==> src/rtl/gpi_axi_pkg.sv <==
// Shared types and AXI3 encodings for the GPI-to-AXI3 initiator bridge.
package gpi_axi_pkg;

  localparam int unsigned ADDR_W = 32;
  localparam int unsigned DATA_W = 32;
  localparam int unsigned STRB_W = DATA_W / 8;
  localparam int unsigned ID_W   = 6;

  localparam logic [1:0] AXI_BURST_INCR  = 2'b01;
  localparam logic [2:0] AXI_SIZE_4B     = 3'b010;
  localparam logic [1:0] AXI_RESP_OKAY   = 2'b00;
  localparam logic [1:0] AXI_RESP_EXOKAY = 2'b01;
  localparam logic [1:0] AXI_RESP_SLVERR = 2'b10;
  localparam logic [1:0] AXI_RESP_DECERR = 2'b11;

  typedef enum logic [2:0] {
    ST_IDLE,
    ST_RD_ADDR,
    ST_RD_DATA,
    ST_WR_REQ,
    ST_WR_RESP
  } state_e;

  // Request payload held stable for the lifetime of one transaction.
  typedef struct packed {
    logic [ADDR_W-1:0] addr;
    logic [DATA_W-1:0] wdata;
    logic [STRB_W-1:0] wstrb;
  } gpi_req_t;

  function automatic logic resp_is_err(input logic [1:0] resp);
    logic err;
    unique case (resp)
      AXI_RESP_OKAY, AXI_RESP_EXOKAY:   err = 1'b0;
      AXI_RESP_SLVERR, AXI_RESP_DECERR: err = 1'b1;
      default:                          err = 1'b1;
    endcase
    return err;
  endfunction

endpackage

==> src/rtl/gpi_axi_watchdog.sv <==
// Inactivity watchdog: counts cycles since the last handshake and flags expiry.
// Instantiated only when GPI_AXI_MASTER_TIMEOUT_EN is defined.
module gpi_axi_watchdog #(
  parameter int unsigned TIMEOUT_CYCLES = 1024
) (
  input  logic clk,
  input  logic rst_n,
  input  logic en_i,
  input  logic clr_i,
  output logic expire_o
);

  localparam int unsigned CNT_W     = $clog2(TIMEOUT_CYCLES) + 1;
  // Flag register plus the FSM register sit between the count and resp_valid.
  localparam int unsigned EXPIRE_AT = TIMEOUT_CYCLES - 3;

  logic [CNT_W-1:0] cnt_q, cnt_d;
  logic             expire_q, expire_d;

  always_comb begin
    cnt_d    = cnt_q;
    expire_d = 1'b0;
    if (!en_i || clr_i) begin
      cnt_d = '0;
    end else begin
      cnt_d    = cnt_q + CNT_W'(1);
      expire_d = (cnt_q == CNT_W'(EXPIRE_AT));
    end
  end

  always_ff @(posedge clk or negedge rst_n) begin
    if (!rst_n) begin
      cnt_q    <= '0;
      expire_q <= 1'b0;
    end else begin
      cnt_q    <= cnt_d;
      expire_q <= expire_d;
    end
  end

  assign expire_o = expire_q;

endmodule

==> src/rtl/gpi_axi_master.sv <==
// Single-outstanding GPI request to single-beat AXI3 master bridge.
// Optional watchdog timeout enabled by defining GPI_AXI_MASTER_TIMEOUT_EN.
module gpi_axi_master
  import gpi_axi_pkg::*;
#(
  parameter logic [ID_W-1:0] AXI_ID         = 6'd0,
  parameter int unsigned     TIMEOUT_CYCLES = 1024
) (
  input  logic              clk,
  input  logic              rst_n,
  input  logic              req_valid,
  output logic              req_ready,
  input  logic              req_write,
  input  logic [ADDR_W-1:0] req_addr,
  input  logic [DATA_W-1:0] req_wdata,
  input  logic [STRB_W-1:0] req_wstrb,
  output logic              resp_valid,
  output logic [DATA_W-1:0] resp_rdata,
  output logic              resp_err,
  output logic [ID_W-1:0]   axi_arid,
  output logic [ADDR_W-1:0] axi_araddr,
  output logic [7:0]        axi_arlen,
  output logic [2:0]        axi_arsize,
  output logic [1:0]        axi_arburst,
  output logic [1:0]        axi_arlock,
  output logic [3:0]        axi_arcache,
  output logic [2:0]        axi_arprot,
  output logic              axi_arvalid,
  input  logic              axi_arready,
  input  logic [ID_W-1:0]   axi_rid,
  input  logic [DATA_W-1:0] axi_rdata,
  input  logic [1:0]        axi_rresp,
  input  logic              axi_rlast,
  input  logic              axi_rvalid,
  output logic              axi_rready,
  output logic [ID_W-1:0]   axi_awid,
  output logic [ADDR_W-1:0] axi_awaddr,
  output logic [7:0]        axi_awlen,
  output logic [2:0]        axi_awsize,
  output logic [1:0]        axi_awburst,
  output logic [1:0]        axi_awlock,
  output logic [3:0]        axi_awcache,
  output logic [2:0]        axi_awprot,
  output logic              axi_awvalid,
  input  logic              axi_awready,
  output logic [ID_W-1:0]   axi_wid,
  output logic [DATA_W-1:0] axi_wdata,
  output logic [STRB_W-1:0] axi_wstrb,
  output logic              axi_wlast,
  output logic              axi_wvalid,
  input  logic              axi_wready,
  input  logic [ID_W-1:0]   axi_bid,
  input  logic [1:0]        axi_bresp,
  input  logic              axi_bvalid,
  output logic              axi_bready
);

  state_e            state_q, state_d;
  gpi_req_t          req_q, req_d;
  logic              req_ready_q, req_ready_d;
  logic              arvalid_q, arvalid_d;
  logic              rready_q, rready_d;
  logic              awvalid_q, awvalid_d;
  logic              wvalid_q, wvalid_d;
  logic              bready_q, bready_d;
  logic              resp_valid_q, resp_valid_d;
  logic [DATA_W-1:0] resp_rdata_q, resp_rdata_d;
  logic              resp_err_q, resp_err_d;
  logic              wd_expire;

`ifdef GPI_AXI_MASTER_TIMEOUT_EN
  logic axi_hs;
  assign axi_hs = (arvalid_q & axi_arready) | (rready_q & axi_rvalid) |
                  (awvalid_q & axi_awready) | (wvalid_q & axi_wready) |
                  (bready_q & axi_bvalid);

  gpi_axi_watchdog #(
    .TIMEOUT_CYCLES(TIMEOUT_CYCLES)
  ) u_watchdog (
    .clk     (clk),
    .rst_n   (rst_n),
    .en_i    (state_q != ST_IDLE),
    .clr_i   (axi_hs),
    .expire_o(wd_expire)
  );
`else
  // No watchdog: a silent slave stalls the bridge indefinitely.
  assign wd_expire = 1'b0;
  logic unused_timeout;
  assign unused_timeout = ^TIMEOUT_CYCLES;
`endif

  // IDs and last-beat flags of returned beats carry no information here.
  logic unused_inputs;
  assign unused_inputs = ^{axi_rid, axi_bid, axi_rlast};

  always_comb begin
    state_d      = state_q;
    req_d        = req_q;
    req_ready_d  = req_ready_q;
    arvalid_d    = arvalid_q;
    rready_d     = rready_q;
    awvalid_d    = awvalid_q;
    wvalid_d     = wvalid_q;
    bready_d     = bready_q;
    resp_valid_d = 1'b0;
    resp_rdata_d = resp_rdata_q;
    resp_err_d   = resp_err_q;

    if (wd_expire && (state_q != ST_IDLE)) begin
      state_d      = ST_IDLE;
      arvalid_d    = 1'b0;
      rready_d     = 1'b0;
      awvalid_d    = 1'b0;
      wvalid_d     = 1'b0;
      bready_d     = 1'b0;
      req_ready_d  = 1'b1;
      resp_valid_d = 1'b1;
      resp_err_d   = 1'b1;
      resp_rdata_d = '0;
    end else begin
      unique case (state_q)
        ST_IDLE: begin
          if (req_valid && req_ready_q) begin
            req_d.addr  = req_addr;
            req_d.wdata = req_wdata;
            req_d.wstrb = req_wstrb;
            req_ready_d = 1'b0;
            if (req_write) begin
              awvalid_d = 1'b1;
              wvalid_d  = 1'b1;
              state_d   = ST_WR_REQ;
            end else begin
              arvalid_d = 1'b1;
              state_d   = ST_RD_ADDR;
            end
          end
        end
        ST_RD_ADDR: begin
          if (axi_arready) begin
            arvalid_d = 1'b0;
            rready_d  = 1'b1;
            state_d   = ST_RD_DATA;
          end
        end
        ST_RD_DATA: begin
          if (axi_rvalid) begin
            rready_d     = 1'b0;
            resp_valid_d = 1'b1;
            resp_rdata_d = axi_rdata;
            resp_err_d   = resp_is_err(axi_rresp);
            req_ready_d  = 1'b1;
            state_d      = ST_IDLE;
          end
        end
        ST_WR_REQ: begin
          // AW and W retire independently; B is opened once both are gone.
          if (axi_awready) awvalid_d = 1'b0;
          if (axi_wready)  wvalid_d  = 1'b0;
          if (!awvalid_d && !wvalid_d) begin
            bready_d = 1'b1;
            state_d  = ST_WR_RESP;
          end
        end
        ST_WR_RESP: begin
          if (axi_bvalid) begin
            bready_d     = 1'b0;
            resp_valid_d = 1'b1;
            resp_rdata_d = '0;
            resp_err_d   = resp_is_err(axi_bresp);
            req_ready_d  = 1'b1;
            state_d      = ST_IDLE;
          end
        end
        default: state_d = ST_IDLE;
      endcase
    end
  end

  always_ff @(posedge clk or negedge rst_n) begin
    if (!rst_n) begin
      state_q      <= ST_IDLE;
      req_q        <= '0;
      req_ready_q  <= 1'b1;
      arvalid_q    <= 1'b0;
      rready_q     <= 1'b0;
      awvalid_q    <= 1'b0;
      wvalid_q     <= 1'b0;
      bready_q     <= 1'b0;
      resp_valid_q <= 1'b0;
      resp_rdata_q <= '0;
      resp_err_q   <= 1'b0;
    end else begin
      state_q      <= state_d;
      req_q        <= req_d;
      req_ready_q  <= req_ready_d;
      arvalid_q    <= arvalid_d;
      rready_q     <= rready_d;
      awvalid_q    <= awvalid_d;
      wvalid_q     <= wvalid_d;
      bready_q     <= bready_d;
      resp_valid_q <= resp_valid_d;
      resp_rdata_q <= resp_rdata_d;
      resp_err_q   <= resp_err_d;
    end
  end

  assign req_ready   = req_ready_q;
  assign resp_valid  = resp_valid_q;
  assign resp_rdata  = resp_rdata_q;
  assign resp_err    = resp_err_q;

  assign axi_arid    = AXI_ID;
  assign axi_araddr  = req_q.addr;
  assign axi_arlen   = 8'd0;
  assign axi_arsize  = AXI_SIZE_4B;
  assign axi_arburst = AXI_BURST_INCR;
  assign axi_arlock  = 2'b00;
  assign axi_arcache = 4'h0;
  assign axi_arprot  = 3'h0;
  assign axi_arvalid = arvalid_q;
  assign axi_rready  = rready_q;

  assign axi_awid    = AXI_ID;
  assign axi_awaddr  = req_q.addr;
  assign axi_awlen   = 8'd0;
  assign axi_awsize  = AXI_SIZE_4B;
  assign axi_awburst = AXI_BURST_INCR;
  assign axi_awlock  = 2'b00;
  assign axi_awcache = 4'h0;
  assign axi_awprot  = 3'h0;
  assign axi_awvalid = awvalid_q;

  assign axi_wid     = AXI_ID;
  assign axi_wdata   = req_q.wdata;
  assign axi_wstrb   = req_q.wstrb;
  assign axi_wlast   = 1'b1;
  assign axi_wvalid  = wvalid_q;
  assign axi_bready  = bready_q;

endmodule

==> config.mk <==
export PLATFORM = sky130hd
export DESIGN_NAME = gpi_axi_master
export DESIGN_NICKNAME = d
export VERILOG_FILES = /design/src/rtl/gpi_axi_pkg.sv /design/src/rtl/gpi_axi_watchdog.sv /design/src/rtl/gpi_axi_master.sv
export SDC_FILE = /design/constraint.sdc
export NUM_CORES = 1
export LEC_CHECK = 0
export ABC_AREA = 0
export CORE_AREA = 2 2 128 130
export CTS_BUF_LIST = sky130_fd_sc_hd__clkbuf_4
export CTS_CLUSTER_DIAMETER = 200
export DETAILED_ROUTE_END_ITERATION = 16
export DIE_AREA = 0 0 130 132
export PLACE_DENSITY = 0.73
export SLEW_MARGIN = 5
export SYNTH_ARGS = -nofsm -noshare
export SYNTH_HDL_FRONTEND = slang
export SYNTH_SLANG_ARGS = --single-unit
==> constraint.sdc <==
create_clock -name clk -period 4.4 [get_ports clk]
set_input_delay 1.32 -clock clk [delete_from_list [all_inputs] [get_ports clk]]
set_output_delay 1.32 -clock clk [all_outputs]
set_load 0.1 [all_outputs]
Yosys cells after proc, flatten, opt, wreduce, memory -nomap -nowiden
Index checks and enable logic that the tools add are counted.
{ "word_totals": {"register_bits": 111, "inputBits": 126} }
{ "classes": {"reduce_logical": 25, "mux": 40, "eq_ne": 17} }
{ "op_table": {"columns": ["op", "count"], "rows": [
  ["$mux W32", 2],
  ["$pmux W32 S2", 1],
  ["$mux W1", 20],
  ["$pmux W1 S2", 9],
  ["$mux W3", 5],
  ["$pmux W3 S5", 1],
  ["$ne A2 B2 Y1 const B", 7],
  ["$reduce_and A3 Y1", 4],
  ["$reduce_bool A2 Y1", 5],
  ["$eq A2 B2 Y1 const B", 4],
  ["$reduce_and A4 Y1", 2],
  ["$reduce_or A2 Y1", 4],
  ["$eq A3 B2 Y1 const B", 2],
  ["$reduce_and A5 Y1", 1],
  ["$eq A2 B1 Y1 const B", 2],
  ["$logic_not A2 Y1", 2],
  ["$eq A3 B1 Y1 const B", 1],
  ["$eq A3 B3 Y1 const B", 1],
  ["$logic_not A3 Y1", 1],
  ["$pmux W1 S3", 1],
  ["$reduce_bool A3 Y1", 1],
  ["$logic_and A1 B1 Y1", 2],
  ["$logic_not A1 Y1", 2],
  ["$mux W2", 1],
  ["$reduce_and A2 Y1", 1]
]} }

Depth between registers and ports, before layout
Gate-level depths: netlist (run 1).
{ "logic_depth": {"ltp_word": 6, "mapped_depth": 7, "mapped_depth_nobuf": 4} }

Worst setup path before layout (run 1)
Ideal clock, no wire load.
{ "synth_timing": {"kind": "register to output", "startpoint": "register req_q, in the netlist axi_araddr[0]", "endpoint": "output port axi_awaddr[0]", "n_path_buf": 1, "path_stages_with_launch": 2, "path_slack_ns": 1.743, "t_arrival_ns": 1.337, "path_cell_list": "dfrtp_1 buf_4"} }
{ "synth_rtl": {"columns": ["item", "line_no", "rtl"], "rows": [
  ["from (decl)", "gpi_axi_master.sv:59", "gpi_req_t req_q, req_d;"],
  ["from (signal assigned)", "gpi_axi_master.sv:195", "req_q <= req_d;"],
  ["to (decl)", "gpi_axi_master.sv:37", "output logic [ADDR_W-1:0] axi_awaddr,"]
]} }
No word-level cell between the ends.

Final worst setup path (run 1)
{ "layout_timing": {"startpoint": "register req_ready_q, in the netlist req_ready", "endpoint": "output port req_ready"} }
{ "layout_rtl": {"columns": ["item", "line_no", "rtl"], "rows": [
  ["from (decl)", "gpi_axi_master.sv:60", "logic req_ready_q, req_ready_d;"],
  ["from (signal assigned)", "gpi_axi_master.sv:196", "req_ready_q <= req_ready_d;"],
  ["to (decl)", "gpi_axi_master.sv:12", "output logic req_ready,"]
]} }
No word-level cell between the ends.

==> impl_metrics.ini, run 1 <==
[grt]
grt_use_total_pct = 13.9
overflow = 0
grt_max_degree = 89
grt_pass1_wl_um = 18800
antenna_found_initial = 1
grt_pass1_vias = 3624

[setup_path]
start_kind = flop
path_class = reg2out
cp-end-kind = output port
reg2reg_slack_ns = 2.28
path_cells = clkdlybuf4s50_1
rr_startpoint = state_q[0]
worstPathMaxFanout = 4
crit_slowest_cell = clkdlybuf4s50_1
crit_cells = 1
crit_path_start = req_ready
crit_arrival_ns = 2.23
crit_required_ns = 3.08
r2r_end = axi_wdata[27]
critPathCapture = req_ready
worstPathBufferInverterCount = 1
crit_family = buffers and inverters
rr_worst_depth = 4
slowest_delay_ns = 1.17

[cells_and_area]
nets = 775
register_area_um2 = 2780
fill_cells = 1438
area_delta_synth_final_pct = 45.1
drive_gt1_share_pct = 11.7
multiInputGateArea_um2 = 1680

[drt]
drtPass1Iterations = 4
viasPerCell = 4.20
vias = 3652
initialDrtViolationCount = 121
drt_wl_total_um = 12200
drc = 0
wl_per_cell_um = 14.1
antenna_left = 0

[timing]
layout_min_cycle_time_ns = 3.55
finalSetupViolCount = 0
hold_violations = 0
tightest_slew_ns = 1.12
fin_setup_tns_ns = 0
min_period_over_period_pct = 80.7
fmax_mhz = 282
rsz0062_at_grt = false
slew_headroom_pct = 25.3
fin_skew_ns = 0.0197
drv_slew = 0

[logic_synthesis]
synthDistinctLibCells = 29
synthCells = 437
yosysSeqAreaShare_pct = 54.5
synth_edf_count = 0
ys_ff_latch = 111
ys_async_sr_fraction_pct = 100
postSynthAreaPerCell_um2 = 11.7
synth_top_area_share_pct = 54.0
yosysMostFrequentCell = dfrtp_1
ys.flop_type = dfrtp_1
netlist.top_cell.by_area = dfrtp_1
yosys-top-cells-count = dfrtp_1 (110), buf_4 (95), nand2_1 (68)
netlist_area_um2 = 5100
synth_top_cells_by_area = dfrtp_1 (54%), buf_4 (14%), mux2_2 (11%), nand2_1 (5.0%), mux2_1 (3.8%)
yosysWarnings = 0

[clocking]
cts.clk_slew.worst_paths_ns = 0.16
cts_resized = 0
cts_buffer_depth = 2
clock_tree.htree_level_count = 3
cts_buffers = 9
cts_tree = built
clock-sinks = 111
clk_latency_ns = 0.45
cts_hold_buf = 0
root_buffer = clkbuf_4
cts_setup_buffers = 0

[floorplanning]
fp.dieH_um = 132
pin_count = 329
dieArea_um2 = 17200
die_w_um = 130
start_util_pct = 32.5
core-area_um2 = 15700
num_rows = 46

[place]
dp_hpwl_um = 9410
io_buffers = 250
gp_congestion = 0.709

[run]
cap_violations = 0

[run_status]
status = finished clean

[hold_path]
holdPathStages = 2
min_path_type = reg2reg
==> stage by stage <==
step / util (%) / std cells / hold WS [ns] / setup slack (ns) / instance area [um^2]
5_1_grt: 47.1 / 869 / 0.515 / 0.756 / 7400
3_3_place_gp: 46.4 / 854 / 0.464 / 1.10 / 7290
2_1_floorplan: - / 498 / 0.640 / 1.74 / 5330
6_report: 47.1 / 869 / 0.496 / 0.848 / 7400
4_1_cts: 47.1 / 868 / 0.503 / 0.783 / 7400
3_5_place_dp: 46.4 / 854 / 0.472 / 1.04 / 7290
==> worst reg2reg max path, delay by kind of cell (launching register included) <==
family,cells,cell delay (ns)
mux,1,0.43
simple gates,2,0.69
flops,1,0.54
buf+inv,1,0.34
==> flip-flops by register name, indices dropped and copies added, names as in the netlist <==
signal	flops
resp_rdata	32
axi_wdata	32
axi_arvalid	1
state_q	3
req_ready	1
axi_wstrb	4
resp_valid	1
axi_bready	1
axi_rready	1
axi_araddr	32
axi_awvalid	1
resp_err	1
axi_wvalid	1
==> cell type report <==
class	instances	area share [%]
Multi-Input combinational cell	267	22.6
Inverter	5	0.254
Clock inverter	5	0.490
Antenna cell	1	0.0338
Timing Repair Buffer	255	34.5
Sequential cell	111	37.6
Tap cell	216	3.65
Clock buffer	9	0.913
==> cells in the final DEF (no fill, tap or decap), drive strengths merged, types with 2 or more instances in the layout <==
cell | synthesis | routed
dfrtp | 110 | 110
clkinvlp | 0 | 3
mux2 | 68 | 68
a21o | 2 | 2
nand2 | 68 | 68
o21ai | 34 | 34
a21oi | 6 | 6
a31oi | 5 | 5
nor2 | 4 | 4
clkdlybuf4s50 | 0 | 249
inv | 5 | 6
conb | 2 | 63
nand3b | 4 | 4
clkbuf | 4 | 9
buf | 111 | 6
mux2i | 2 | 2
nor4b | 2 | 2
==> kinds of logic (layout without fill, tap and decap cells) <==
kind of cell / count (synthesis) / in the layout / share of synthesized area, %
and+or+nand+nor: 83 / 83 / 7.31
other: 2 / 64 / 0.147
DFF: 111 / 111 / 54.5
muxes: 70 / 70 / 15.4
buffers and inverters: 120 / 274 / 17.2
AOI/OAI and AO/OA: 51 / 51 / 5.47
==> worst min-delay path by stage <==
stage,from,end,slack [ns]
floorplan,state_q[2],axi_rready,0.64
global placement,resp_rdata[5],resp_rdata[5],0.46
detailed placement,resp_rdata[9],resp_rdata[9],0.47
CTS,resp_rdata[5],resp_rdata[5],0.50
global route,resp_rdata[5],resp_rdata[5],0.52
finish,resp_rdata[5],resp_rdata[5],0.50
==> per-layer routing <==
layer | vias to the layer above | share of wire [%] | GRT usage [%]
met5 | - | 0 | 0
met4 | 0 | 0.88 | 4.30
li1 | 1715 | - | -
met1 | 1768 | 39 | 16.0
met2 | 164 | 52 | 24.4
met3 | 5 | 8.1 | 4.22
Power of run 1 is left out: the tool's default activity adds up to more than one toggle a clock period on the data nets, which glitch-free logic cannot reach.
==> run 2: changes to the inputs <==
==> constraint.sdc (replaced) <==
create_clock -name clk -period 3.5 [get_ports clk]
set_input_delay 1.05 -clock clk [delete_from_list [all_inputs] [get_ports clk]]
set_output_delay 1.05 -clock clk [all_outputs]
set_load 0.1 [all_outputs]
==> impl_metrics.ini, run 2 (synthesis gave the netlist of run 1 again) <==
[run_status]
status = finished clean

[run]
cap_violations = 0

[setup_path]
cp-end-kind = output port
crit_family = flip-flops
rr_worst_depth = 4
slowest_delay_ns = 0.60
rr_startpoint = state_q[0]
crit_path_start = req_ready
reg2reg_slack_ns = 1.57
path_class = reg2out
worstPathMaxFanout = 4
crit_required_ns = 2.45
start_kind = flop
path_cells = buf_4
critPathCapture = req_ready
r2r_end = axi_wdata[16]
worstPathBufferInverterCount = 1
crit_arrival_ns = 1.36
crit_slowest_cell = dfstp_2
crit_cells = 1

[timing]
drv_slew = 0
fin_setup_tns_ns = 0
hold_violations = 0
fmax_mhz = 415
layout_min_cycle_time_ns = 2.41
tightest_slew_ns = 0.677
finalSetupViolCount = 0
rsz0062_at_grt = false
fin_skew_ns = 0.0267
finalWorstSetupSlack_ns = 1.09
min_period_over_period_pct = 68.9
slew_headroom_pct = 54.7

[floorplanning]
pin_count = 329
core-area_um2 = 15700
die_w_um = 130
dieArea_um2 = 17200
start_util_pct = 32.5
num_rows = 46
fp.dieH_um = 132

[drt]
vias = 3647
drt_wl_total_um = 12100
wl_per_cell_um = 13.9
drtPass1Iterations = 4
antenna_left = 0
drc = 0
initialDrtViolationCount = 102
viasPerCell = 4.19

[grt]
grt_pass1_wl_um = 18700
overflow = 0
antenna_found_initial = 1
grt_max_degree = 69
grt_use_total_pct = 13.8
grt_pass1_vias = 3657

[place]
gp_congestion = 0.709
dp_worst_setup_slack_ns = 0.642
dp_hpwl_um = 9590
io_buffers = 250

[cells_and_area]
final_common_cell = buf_4
fill_cells = 1503
mostFrequentLayoutCells = buf_4 (143), dfrtp_1 (110), clkdlybuf4s50_1 (109), nand2_1 (68), conb_1 (63)
fin_util_pct = 45.3
nets = 775
area_delta_synth_final_pct = 39.4
drive_gt1_share_pct = 33.2

[clocking]
root_buffer = clkbuf_4
cts_setup_buffers = 0
cts_hold_buf = 0
cts_resized = 0
cts_buffers = 9
cts_tree = built
clk_latency_ns = 0.46
clock_tree.htree_level_count = 3
cts.clk_slew.worst_paths_ns = 0.18
cts_buffer_depth = 2
clock-sinks = 111

[hold_path]
min_path_type = in2async
## run 2: final cells by class
type	count	area [um^2]	share of cell area (%)
Antenna cell	1	2.50	0.0352
Clock buffer	10	75.1	1.06
Clock inverter	5	65.1	0.915
Inverter	5	18.8	0.264
Multi-Input combinational cell	267	1680	23.6
Sequential cell	111	2780	39.1
Tap cell	216	270	3.80
Timing Repair Buffer	255	2220	31.3
## run 2: stage by stage
| stage | area, um^2 | hold slack [ns] | instances |
|---|---|---|---|
| floorplan | 5330 | 0.640 | 498 |
| global placement | 6970 | 0.468 | 854 |
| detailed placement | 6970 | 0.478 | 854 |
| CTS | 7110 | 0.424 | 869 |
| global route | 7110 | 0.439 | 870 |
| finish | 7110 | 0.470 | 870 |
## run 2: worst min path at each step
stage                         startpoint             end  slack (ns)  cells past startpoint
after floorplan               state_q[2]      axi_rready        0.64                      3
after global placement    resp_rdata[28]  resp_rdata[28]        0.47                      2
after detailed placement  resp_rdata[25]  resp_rdata[25]        0.48                      2
after CTS                          rst_n      resp_valid        0.42                      1
after global routing               rst_n      resp_valid        0.44                      1
final                              rst_n      resp_valid        0.47                      1
## run 2: per-layer routing
| metal | wire length [um] | GRT usage [%] |
|---|---|---|
| met1 | 4550 | 15.0 |
| met2 | 6380 | 25.3 |
| met3 | 981 | 3.37 |
| met4 | 210 | 5.38 |
| met5 | 0 | 0 |
Power of run 2 is left out for the same reason.
==> run 3: changes to the inputs <==
--- a/config.mk
+++ b/config.mk
@@ -6,12 +6,12 @@
 export NUM_CORES = 1
 export LEC_CHECK = 0
 export ABC_AREA = 0
-export CORE_AREA = 2 2 128 130
+export CORE_MARGIN = 2
+export CORE_UTILIZATION = 34
 export CTS_BUF_LIST = sky130_fd_sc_hd__clkbuf_4
 export CTS_CLUSTER_DIAMETER = 200
 export DETAILED_ROUTE_END_ITERATION = 16
-export DIE_AREA = 0 0 130 132
-export PLACE_DENSITY = 0.73
+export PLACE_DENSITY = 0.79
 export SLEW_MARGIN = 5
 export SYNTH_ARGS = -nofsm -noshare
 export SYNTH_HDL_FRONTEND = slang
==> constraint.sdc (replaced) <==
create_clock -name clk -period 2 [get_ports clk]
set_input_delay 0.6 -clock clk [delete_from_list [all_inputs] [get_ports clk]]
set_output_delay 0.6 -clock clk [all_outputs]
set_load 0.1 [all_outputs]
==> impl_metrics.ini, run 3 (synthesis gave the netlist of run 1 again) <==
[cells_and_area]
drive_gt1_share_pct = 34.3
fill_cells = 1056
area_delta_synth_final_pct = 75.5
fin_util_pct = 61.4
final_common_cell = buf_12
antenna_cells = 0
nets = 791
mostFrequentLayoutCells = buf_12 (147), dfrtp_1 (110), clkdlybuf4s50_1 (109), nand2_1 (68), conb_1 (63)

[timing]
fin_setup_tns_ns = 0
min_period_over_period_pct = 96.0
layout_min_cycle_time_ns = 1.92
finalWorstSetupSlack_ns = 0.0799
finalSetupViolCount = 0
drv_slew = 0
hold_violations = 0
fmax_mhz = 521
rsz0062_at_grt = false
fin_skew_ns = 0.0114

[clocking]
root_buffer = clkbuf_4
cts_buffer_depth = 2
clk_latency_ns = 0.45
cts_tree = built
cts_resized = 0
cts_buffers = 9
clock_tree.htree_level_count = 3
cts.clk_slew.worst_paths_ns = 0.16
clock-sinks = 111

[setup_path]
worstPathMaxFanout = 4
crit_family = flip-flops
start_kind = flop
worstPathBufferInverterCount = 1
slowest_delay_ns = 0.69
path_class = reg2out
crit_required_ns = 1.40
path_cells = buf_12
cp-end-kind = output port
crit_arrival_ns = 1.32
crit_slowest_cell = dfstp_4

[grt]
grt_use_total_pct = 16.7
antenna_found_initial = 0
grt_pass1_wl_um = 21000
grt_max_degree = 63
grt_pass1_vias = 3963
overflow = 0

[place]
dp_worst_setup_slack_ns = -0.233
gp_congestion = 0.803
io_buffers = 250
dp_hpwl_um = 11400

[drt]
drtPass1Iterations = 4
initialDrtViolationCount = 152
drt_wl_total_um = 13900
antenna_left = 0
vias = 3775
drc = 0
viasPerCell = 4.43
wl_per_cell_um = 16.3

[run_status]
status = finished clean

[floorplanning]
dieArea_um2 = 16000
core-area_um2 = 14600
pin_count = 329
num_rows = 44
start_util_pct = 35.0
fp.dieH_um = 126
die_w_um = 126

[run]
cap_violations = 0

[hold_path]
min_path_type = in2async
-- run 3: path summary, 6_finish.rpt --
kind,from,endpoint,cells past startpoint,slack (ns)
max,req_ready,req_ready,1,0.08
min,rst_n,axi_wdata[19],2,0.56
max reg2reg,req_ready,axi_araddr[1],5,0.27
min reg2reg,resp_rdata[26],resp_rdata[26],2,0.56
max in group asynchronous,rst_n,req_ready,3,0.81
min in group clk,resp_rdata[26],resp_rdata[26],2,0.56
-- run 3: routing by layer --
metal | GRT usage [%] | vias up | wire [um]
li1 | - | 1742 | -
met1 | 17.6 | 1853 | 5030
met2 | 32.8 | 166 | 7820
met3 | 3.71 | 14 | 838
met4 | 5.11 | 0 | 194
met5 | 0 | - | 0
-- run 3: per-stage QoR --
step / hold WS (ns) / area [um^2] / std cells
finish: 0.563 / 8950 / 852
global route: 0.560 / 8950 / 852
CTS: 0.529 / 8950 / 852
detailed placement: 0.526 / 8850 / 837
global placement: 0.524 / 8850 / 837
floorplan: 0.304 / 5330 / 498
-- run 3: final cells by class --
type / count / area, um^2 / area share [%]
well taps: 184 / 230 / 2.57
inverters: 5 / 18.8 / 0.210
repair buffers: 271 / 4150 / 46.4
flip-flops and latches: 111 / 2780 / 31.1
multi-input cells: 267 / 1680 / 18.7
clock inverters: 3 / 12.5 / 0.140
clock buffers: 11 / 82.6 / 0.923
-- run 3: repair_timing --
action                                 CTS  global route
endpoints found under the hold margin   19             0
setup endpoints to repair                0             0
setup buffers                            0             0
hold buffers                             1             0
Power of run 3 is left out for the same reason.
